--- config.mk ---
export PLATFORM = sky130hd
export DESIGN_NAME = conv1d_seq_ctrl
export DESIGN_NICKNAME = d
export VERILOG_FILES = /design/src/rtl/conv1d_seq_ctrl.sv
export SDC_FILE = /design/constraint.sdc
export NUM_CORES = 1
export LEC_CHECK = 0
export ABC_AREA = 1
export CELL_PAD_IN_SITES_DETAIL_PLACEMENT = 0
export CELL_PAD_IN_SITES_GLOBAL_PLACEMENT = 1
export CORE_ASPECT_RATIO = 1.4
export CORE_MARGIN = 2
export CORE_UTILIZATION = 30
export CTS_CLUSTER_DIAMETER = 60
export DETAILED_ROUTE_END_ITERATION = 10
export PLACE_DENSITY = 0.73
export SYNTH_ARGS = -nofsm -noshare
export SYNTH_HDL_FRONTEND = slang
export SYNTH_SLANG_ARGS = --single-unit
--- constraint.sdc ---
create_clock -name clk -period 2.4 [get_ports clk]
set_input_delay 0.24 -clock clk [delete_from_list [all_inputs] [get_ports clk]]
set_output_delay 0.24 -clock clk [all_outputs]
set_load 0.02 [all_outputs]
--- src/rtl/conv1d_seq_ctrl.sv ---
// conv1d_seq_ctrl: address/accumulator sequencer for the conv1d MAC datapath.
// Walks o (output index) and t (tap index), drives the accumulator controls,
// and hands each finished output downstream over a valid/ready handshake.
module conv1d_seq_ctrl #(
  parameter int unsigned N_TAPS    = 3,
  parameter int unsigned N_SAMPLES = 16,
  parameter int unsigned ADDR_W    = (N_SAMPLES > 1) ? $clog2(N_SAMPLES) : 1,
  parameter int unsigned TAP_W     = (N_TAPS > 1) ? $clog2(N_TAPS) : 1
) (
  input  logic              clk,
  input  logic              rst,
  input  logic              start,
  output logic              busy,
  output logic              done,
  output logic [ADDR_W-1:0] x_addr,
  output logic [TAP_W-1:0]  w_addr,
  output logic              acc_sel,
  output logic              acc_en,
  output logic              out_valid,
  input  logic              out_ready,
  output logic [ADDR_W-1:0] out_addr
);

  localparam int unsigned N_OUT = N_SAMPLES - N_TAPS + 1;
  localparam logic [TAP_W-1:0]  T_LAST = TAP_W'(N_TAPS - 1);
  localparam logic [ADDR_W-1:0] O_LAST = ADDR_W'(N_OUT - 1);

  typedef enum logic [1:0] {
    S_IDLE  = 2'd0,
    S_MAC   = 2'd1,
    S_WRITE = 2'd2,
    S_DONE  = 2'd3
  } state_t;

  state_t            state, state_d;
  logic [ADDR_W-1:0] o, o_d;
  logic [TAP_W-1:0]  t, t_d;

  logic              busy_d, done_d, acc_sel_d, acc_en_d, out_valid_d;
  logic [ADDR_W-1:0] x_addr_d, out_addr_d;
  logic [TAP_W-1:0]  w_addr_d;

  // Next-state/counter logic; outputs are decoded from the next state so that
  // every port comes straight from a flop.
  always_comb begin
    state_d     = state;
    o_d         = o;
    t_d         = t;
    busy_d      = 1'b0;
    done_d      = 1'b0;
    acc_sel_d   = 1'b0;
    acc_en_d    = 1'b0;
    out_valid_d = 1'b0;
    x_addr_d    = '0;
    w_addr_d    = '0;
    out_addr_d  = '0;

    case (state)
      S_IDLE: begin
        if (start) begin
          state_d = S_MAC;
          o_d     = '0;
          t_d     = '0;
        end
      end
      S_MAC: begin
        if (t == T_LAST) state_d = S_WRITE;
        else             t_d     = t + TAP_W'(1);
      end
      S_WRITE: begin
        if (out_ready) begin
          if (o == O_LAST) begin
            state_d = S_DONE;
          end else begin
            state_d = S_MAC;
            o_d     = o + ADDR_W'(1);
            t_d     = '0;
          end
        end
      end
      S_DONE:  state_d = S_IDLE;
      default: state_d = S_IDLE;
    endcase

    busy_d      = (state_d != S_IDLE);
    done_d      = (state_d == S_DONE);
    acc_en_d    = (state_d == S_MAC);
    acc_sel_d   = (state_d == S_MAC) && (t_d != '0);
    out_valid_d = (state_d == S_WRITE);
    if (state_d == S_MAC || state_d == S_WRITE) begin
      x_addr_d = o_d + ADDR_W'(t_d);
      w_addr_d = t_d;
    end
    if (state_d == S_WRITE) out_addr_d = o_d;
  end

  // State, counters and registered outputs; synchronous reset wins over all.
  always_ff @(posedge clk) begin
    if (rst) begin
      state     <= S_IDLE;
      o         <= '0;
      t         <= '0;
      busy      <= 1'b0;
      done      <= 1'b0;
      acc_sel   <= 1'b0;
      acc_en    <= 1'b0;
      out_valid <= 1'b0;
      x_addr    <= '0;
      w_addr    <= '0;
      out_addr  <= '0;
    end else begin
      state     <= state_d;
      o         <= o_d;
      t         <= t_d;
      busy      <= busy_d;
      done      <= done_d;
      acc_sel   <= acc_sel_d;
      acc_en    <= acc_en_d;
      out_valid <= out_valid_d;
      x_addr    <= x_addr_d;
      w_addr    <= w_addr_d;
      out_addr  <= out_addr_d;
    end
  end

endmodule

Word-level counts from Yosys, hierarchy flattened
Index checks and enable logic that the tools add are counted.

Flip-flop bits (word level): 23. Input port bits: 4.

Add/sub/neg operators: 3. Equality and inequality tests: 8. Muxes and demuxes: 14. Bitwise operators: 2. Reductions and logical operators: 7.

Operator list (number): 2-to-1 mux 2 bit (8); 2-to-1 mux 4 bit (3); equality test 2 bit, second input constant (5); case mux 2 bit (4 select lines) (1); case mux 4 bit (2 select lines) (1); case mux 2 bit (3 select lines) (1); adder 4 x 1 -> 4 bit, second input constant (1); adder 4 x 2 -> 4 bit (1); equality test 2 x 1 -> 1 bit, second input constant (2); equality test 4 bit, second input constant (1); nonzero test 2 bit (2); OR reduction 2 bit (2); adder 2 x 1 -> 2 bit, second input constant (1); zero test 2 bit (1); NOT 1 bit (2); logical AND 1 bit (1); logical OR 1 bit (1).

Depth between registers and ports, before layout
Gate-level depths: netlist of run 1.

Depth in word-level cells: 8. Depth in mapped cells: 15.

Worst setup path after synthesis of run 1
Ideal clock, no wire load.

Path type: reg2reg. From: register o[1]. To: register x_addr[2]. Library setup time: 0.113 ns. Arrival: 1.921 ns. Setup slack: 0.366 ns. Cell stages (with the launch flop): 13. Buffers on the path: 0. Cells stage by stage: dfxtp_1 inv_1 ha_1 nand3_1 nand2_1 inv_1 nand2_2 o21ai_0 inv_1 ha_1 fa_1 nor2_1 nor2_1.

Elaborated cells on any way between the ends: 18. Those cells by class: add/sub: 2; eq/ne: 3; mux: 10; bitwise: 1; reduce/logical: 2.

RTL lines: start: declaration (RTL line 36) `logic [ADDR_W-1:0] o, o_d;`; start signal: assignment (RTL line 101) `o <= '0;`; start signal: assignment (RTL line 113) `o <= o_d;`; equality test 4 bit (RTL line 72) `if (o == O_LAST) begin`; 2-to-1 mux 4 bit (RTL line 72); 2-to-1 mux 4 bit (RTL line 71) `if (out_ready) begin`; case mux 4 bit (2 select lines) (RTL line 58) `case (state)`; named net o_d[0] (RTL line 36); adder 4 x 2 -> 4 bit (RTL line 91) `x_addr_d = o_d + ADDR_W'(t_d);`; end signal: assignment (RTL line 120) `x_addr <= x_addr_d;`; end: declaration (RTL line 15) `output logic [ADDR_W-1:0] x_addr,`.

The timed path passes the listed nets, and every way through them passes these cells. A chain may end at the register's enable or synchronous reset.

Final worst setup path of run 1
From: register o[1]. To: register x_addr[1].

Same word-level chain as after synthesis.

==> summary.txt, run 1 <==
Status
  – Status: complete, no violations

Critical path
  – Critical path's most frequent cell: inv_1
  – CP max stage cell: fa_1
  – FF-to-FF path depth: 12
  – Arrival @ worst endpoint: 2.33 ns
  – Crit-path max FO: 6
  – Worst Setup End Kind: flop
  – Setup CP Type: reg -> reg
  – Crit path required time: between 2 and 3 ns
  – CP peak stage delay: 0.52 ns
  – Critical path launch point type: flop
  – Critical-path cell list: inv_1 -> ha_1 -> nand3_1 -> nand2_1 -> inv_1 -> nand2_2 -> o21ai_1 -> inv_1 -> ha_1 -> fa_1 -> inv_1 -> nor2_1

Timing
  – Final min period: 2.13 ns
  – Worst-margin pin slew: around 0.4 ns
  – Setup TNS: 0 ns
  – Final hold viol count: 0
  – FMAX: 0.470 GHz
  – RSZ-0062 raised after global routing: no
  – Slew Limit Fails: 0
  – Worst clock skew: 0.00126 ns
  – Worst setup margin: about 0.27 ns
  – Tcrit/Tclk final: 0.887
  – Max transition margin: 0.725
  – Endpoints failing setup: 0
  – Worst hold margin: 0.622 ns

Power
  – Pleak: approximately 0.66 nW
  – Pwr Total: 719 uW
  – Pwr per Cell Area: 531 nW/um^2
  – Max VDD drop: 0.278 mV

Yosys
  – Post-synthesis mux area share: 0
  – Synth Net Count: 157
  – Synth area leader: dfxtp_1
  – Largest family of logic cells by synthesized area: simple AND/OR/NAND/NOR gates
  – Syn avg cell area: around 7.5 um^2
  – Sequential fraction of the synthesis area: 0.434
  – Synth top area share: 0.434
  – YS warnings: 0
  – Post-synthesis register bit count: 23
  – Synth unique cells: 17
  – Synth Instances: 142
  – Synth Cell Area: 1060 um^2
  – Synth Area in Adders: 0.137
  – Synth top area cells: dfxtp_1, ha_1, nor2_1, inv_1, nand2_1
  – Simple logic cell fraction of the synthesized area: 0.277
  – Synth Area in XOR/XNOR: 0
  – Post-synthesis compound-gate area fraction: 0.0378

Clocking
  – Clock Pin Slew Worst Setup and Hold Paths: 0.08 ns
  – Num Clock Sinks: 23
  – Hold-fix buffers at CTS: 0
  – CTS HTree Levels: 1
  – Root Buffer: clkbuf_8
  – Clock latency on the worst-skew pair: 0.26 ns
  – Post-CTS Setup Inserts: 0
  – Num CTS Buffers: 3
  – Clock buffer depth: 2
  – TritonCTS clock tree: built

Global routing
  – Pin count of the biggest net entering global routing: 14
  – Initial antenna violation count: 0
  – All-Layer GR Usage: 0.126
  – First-pass GRT wire length: 3620 um
  – Vias in the first global route: 861
  – Grt ovf: 0

Detailed routing
  – Final wirelength: 1980 um
  – Number of remaining DRC errors: 0
  – Final ANT Viol Nets: 0
  – Post-detailed-route wirelength per cell: ~9.6 um
  – Via Count: between 800 and 900
  – Drt pass-1 iters: 4
  – Vias/cell: 4.29
  – DRT iter0 DRCs: 15

Final layout
  – Footprint of the multi-input gates: 479 um^2
  – Utilization after layout: 0.401
  – Antenna Cells: 0
  – Filler cell count: approximately 380
  – Nets: 182
  – FF/Latch Area: 460 um^2
  – Layout cells sized above 1: 0.108
  – Area grow syn2layout: 27.9%

Die
  – DIE HEIGHT: 74.3 um
  – Die W: 54.2 um
  – # IOs: 19
  – Starting Density: 0.314
  – Std cell rows: 25
  – Die Footprint: 4030 um^2
  – Total core area: 3380 um^2

Min path
  – Worst Hold Class: reg -> reg
  – Hold Path Depth: 3

Placed design
  – Dpl ws: 0.145 ns
  – Final Wtd Congestion: 0.769
  – Final HPWL DP: 1610 um
  – Count of port buffers added during placement: 18

Run
  – Max Cap Viol: 0
==> registers in the layout, summed over array words and instances (netlist names) <==
| name | flops |
|---|---|
| acc_en | 1 |
| t | 2 |
| x_addr | 4 |
| out_addr | 4 |
| state | 2 |
| w_addr | 2 |
| busy | 1 |
| acc_sel | 1 |
| done | 1 |
| out_valid | 1 |
| o | 4 |
==> layout make-up <==
cell class,count,area share
multi-input cells,87,0.354
flip-flops and latches,23,0.340
repair buffers,21,0.150
inverters,31,0.0859
well taps,40,0.0369
clock buffers,3,0.0305
clock inverters,1,0.00369
==> logic make-up (layout without fill, tap and decap cells) <==
family	after synthesis	count (layout)
fa+ha+maj	11	11
buf+inv	32	56
compound gates	7	7
flops	23	23
simple gates	69	69
==> synthesized netlist by cell type <==
cell and count:
nor2_2 1, clkbuf_1 1, nand2_1 25, a21o_1 1
o21ai_0 4, nor2_1 30, dfxtp_1 23, o211ai_1 1
nor2_4 1, ha_1 10, nand3b_1 1, o21ai_1 1
nand2_2 6, inv_1 28, fa_1 1, nand3_1 5
inv_2 3
==> through the flow <==
stage / std cells / area [um^2]
global placement: 202 / 1310
CTS: 206 / 1360
floorplan: 142 / 1060
finish: 206 / 1360
global route: 206 / 1360
detailed placement: 202 / 1310
==> layout by cell type, fill, tap and decap left out <==
| cell type | instances |
|---|---|
| a21o_1 | 1 |
| buf_4 | 3 |
| clkbuf_8 | 3 |
| clkdlybuf4s50_1 | 18 |
| clkinv_2 | 1 |
| dfxtp_1 | 23 |
| fa_1 | 1 |
| ha_1 | 10 |
| inv_1 | 28 |
| inv_2 | 3 |
| nand2_1 | 25 |
| nand2_2 | 6 |
| nand3_1 | 5 |
| nand3b_1 | 1 |
| nor2_1 | 30 |
| nor2_2 | 1 |
| nor2_4 | 1 |
| o211ai_1 | 1 |
| o21ai_0 | 3 |
| o21ai_1 | 2 |
==> what timing repair did <==
action,4_1_cts,5_1_grt
endpoints found under the hold margin,0,0
endpoints found under the setup margin,0,2
gates resized for setup,0,1
==> power by group <==
group	leakage (nW)	total, mW	switching [mW]	internal, mW
sequential	0.187	0.398	0.00525	0.393
combinational	0.445	0.0862	0.0508	0.0354
clock	0.0255	0.235	0.120	0.116
total	0.657	0.719	0.176	0.544
==> path summary, 6_finish.rpt <==
| path | startpoint | slack, ns | endpoint |
|---|---|---|---|
| max | o[1] | 0.27 | x_addr[1] |
| min | o[0] | 0.62 | o[0] |
| max reg2reg | o[1] | 0.27 | x_addr[1] |
| min reg2reg | o[0] | 0.62 | o[0] |
==> worst max-delay path: cells and delay by family, from the launching register on <==
| kind | cells | cell delay, ns |
|---|---|---|
| fa+ha+maj | 3 | 0.93 |
| flops | 1 | 0.36 |
| simple gates | 4 | 0.35 |
| buf+inv | 4 | 0.25 |
| compound gates | 1 | 0.20 |
==> layer usage <==
metal  wire, um  vias to the layer above  GRT usage
li1           -                      464          -
met3         52                        4     0.0201
met5          0                        -          0
met1        844                      404      0.155
met2       1010                       12      0.194
met4         73                        0     0.0917
Power figures use the tool's default switching activity.
==> run 2: changes to the inputs <==
- CELL_PAD_IN_SITES_DETAIL_PLACEMENT: 0 -> unset
- CELL_PAD_IN_SITES_GLOBAL_PLACEMENT: 1 -> unset
- PLACE_DENSITY: 0.73 -> 0.59
==> run 2 against run 1 <==
- final cell count is 0.97% lower
- clock-buffer cell count stayed put
- clock skew hardly changed
- core utilization is 0.44 points lower
- sequential cell count stayed put
- largest cell class unchanged
- highest routed layer unchanged
==> summary.txt, run 2 (synthesis gave the netlist of run 1 again) <==
Status
  – Status: complete, no violations

Clocking
  – Num CTS Buffers: 3 (unchanged)
  – CTS HTree Levels: 1 (unchanged)
  – Post-CTS resize count: 0 (unchanged)
  – Clock Pin Slew Worst Setup and Hold Paths: 0.08 ns (about the same)
  – Hold-fix buffers at CTS: 0 (unchanged)
  – Clock latency on the worst-skew pair: 0.26 ns (about the same)
  – Clock buffer depth: 2 (unchanged)
  – Root Buffer: clkbuf_8
  – TritonCTS clock tree: built
  – Num Clock Sinks: 23 (unchanged)
  – Post-CTS Setup Inserts: 0 (unchanged)

Min path
  – Worst Hold Class: reg -> reg
  – Hold Path Origin: t[0]
  – Hold Path Sink: t[0]
  – Hold Path Depth: 4 (+1)

Timing
  – Tcrit/Tclk final: 0.922 (+0.0350)
  – RSZ-0062 raised after global routing: no
  – Endpoints failing setup: 0 (unchanged)
  – Setup TNS: 0 ns (unchanged)
  – Worst clock skew: 0.00111 ns (-0.000146 ns)
  – Final min period: 2.21 ns (+0.0840 ns)
  – Worst setup margin: 0.188 ns (-0.0840 ns)
  – Final hold viol count: 0 (unchanged)
  – Worst-margin pin slew: 0.394 ns (-0.0163 ns)
  – FMAX: 0.452 GHz (-3.8%)
  – Slew Limit Fails: 0 (unchanged)
  – Max transition margin: 0.736 (+0.0109)
  – Worst hold margin: 0.631 ns (+0.00837 ns)

Global routing
  – First-pass GRT wire length: 3150 um (-13%)
  – Global route hottest layer: met2
  – Grt met1 use: 0.109 (-0.0459)
  – Pin count of the biggest net entering global routing: 14 (unchanged)
  – Initial antenna violation count: 0 (unchanged)
  – Grt ovf: 0 (unchanged)
  – Grt met3 use: 0.00602 (-0.0141)
  – All-Layer GR Usage: 0.107 (-0.0192)
  – Vias in the first global route: 835 (-3.0%)
  – Met2 Use GR: 0.201 (+0.00669)

Critical path
  – CP startpoint: o[1]
  – Critical path's most frequent cell: inv_1
  – CP max stage cell: fa_1
  – Crit-path max FO: 6 (unchanged)
  – Worst r2r src: o[1]
  – Setup CP Type: reg -> reg
  – Worst Setup End Kind: flop
  – FF-to-FF path depth: 12 (unchanged)
  – Crit path required time: 2.56 ns (-0.04 ns)
  – R2r endpoint: x_addr[2]
  – Critical path launch point type: flop
  – CP peak stage delay: 0.43 ns (-0.09 ns)
  – Arrival @ worst endpoint: 2.37 ns (+0.04 ns)
  – Reg-to-reg setup timing slack: 0.19 ns (-0.08 ns)
  – Critical-path cell list: inv_1 -> ha_1 -> nand3_1 -> nand2_1 -> inv_1 -> nand2_2 -> o21ai_0 -> inv_1 -> ha_1 -> fa_1 -> nor2_1 -> nor2_1

Power
  – Pwr per Cell Area: 532 nW/um^2 (+0.20%)
  – Pleak: 0.648 nW (-1.3%)
  – Max VDD drop: 0.283 mV (+1.9%)

Detailed routing
  – Vias/cell: 4.21 (-2.0%)
  – Via Count: 858 (-2.9%)
  – Final ANT Viol Nets: 0 (unchanged)
  – DRT iter0 DRCs: 21 (+6)
  – Number of remaining DRC errors: 0 (unchanged)
  – Post-detailed-route wirelength per cell: 9.51 um (-0.96%)
  – Final wirelength: 1940 um (-1.9%)
  – Drt pass-1 iters: 4 (unchanged)

Final layout
  – Largest regs: o x4, out_addr x4, x_addr x4
  – Most frequent cells in the layout: nor2_1, inv_1, nand2_1, dfxtp_1, clkdlybuf4s50_1
  – FF/Latch Area: 460 um^2 (unchanged)
  – Nets: 180 (-1.1%)
  – Footprint of the multi-input gates: 479 um^2 (unchanged)
  – Utilization after layout: 0.397 (-0.00444)
  – Most common cell after layout, fill and taps aside: nor2_1
  – Area grow syn2layout: 26.4%
  – Filler cell count: 375 (unchanged)
  – Post-route design area: 1340 um^2 (-1.1%)
  – Layout cells sized above 1: 0.0976 (-0.0109)
  – Antenna Cells: 0 (unchanged)

Die
  – Std cell rows: 25 (unchanged)
  – # IOs: 19 (unchanged)
  – Starting Density: 0.314 (unchanged)
  – Total core area: 3380 um^2 (unchanged)
  – Die W: 54.2 um (unchanged)
  – DIE HEIGHT: 74.3 um (unchanged)
  – Die Footprint: 4030 um^2 (unchanged)

Placed design
  – Final HPWL DP: 1560 um (-3.3%)
  – Count of port buffers added during placement: 18 (unchanged)
  – Final Wtd Congestion: 0.753 (-2.0%)
  – Dpl cell area: 1290 um^2 (-1.1%)
  – Dpl ws: 0.132 ns (-0.0134 ns)

Run
  – Max Cap Viol: 0 (unchanged)
[run 2: final cells by class]
type                       count  area share
clock buffer                   3      0.0308
clock inverter                 1     0.00373
inverter                      31      0.0868
multi-input combinational     87       0.358
sequential                    23       0.344
tap                           40      0.0373
timing repair buffer          19       0.140
[run 2: worst max path at each step]
stage / endpoint / slack (ns) / cells after the start
after CTS: x_addr[2] / 0.17 / 12
after global routing: x_addr[2] / 0.01 / 12
after floorplan: x_addr[2] / 0.37 / 12
final: x_addr[2] / 0.19 / 12
after detailed placement: x_addr[2] / 0.13 / 12
after global placement: x_addr[2] / 0.17 / 10
[run 2: worst max-delay path: cells and delay by family (launching register included)]
kind,cells,cell delay [ns]
compound gates,1,0.28
fa+ha+maj,3,0.84
buf+inv,3,0.21
flops,1,0.35
simple gates,5,0.43
[run 2: metrics by stage]
stage	total power, mW	cells
3_3_place_gp	0.489	200
2_1_floorplan	0.458	142
6_report	0.713	204
3_5_place_dp	0.490	200
5_1_grt	0.742	204
4_1_cts	0.723	204
[run 2: power by group]
group          switching, mW  internal [mW]
registers            0.00549          0.393
logic                 0.0497         0.0332
clock network          0.116          0.116
total                  0.171          0.541
[run 2: metal layers]
layer  part of all wire  vias up
met4              0.021        0
met2               0.53       10
met3              0.020        4
met5                  0        -
met1               0.43      385
li1                   -      459
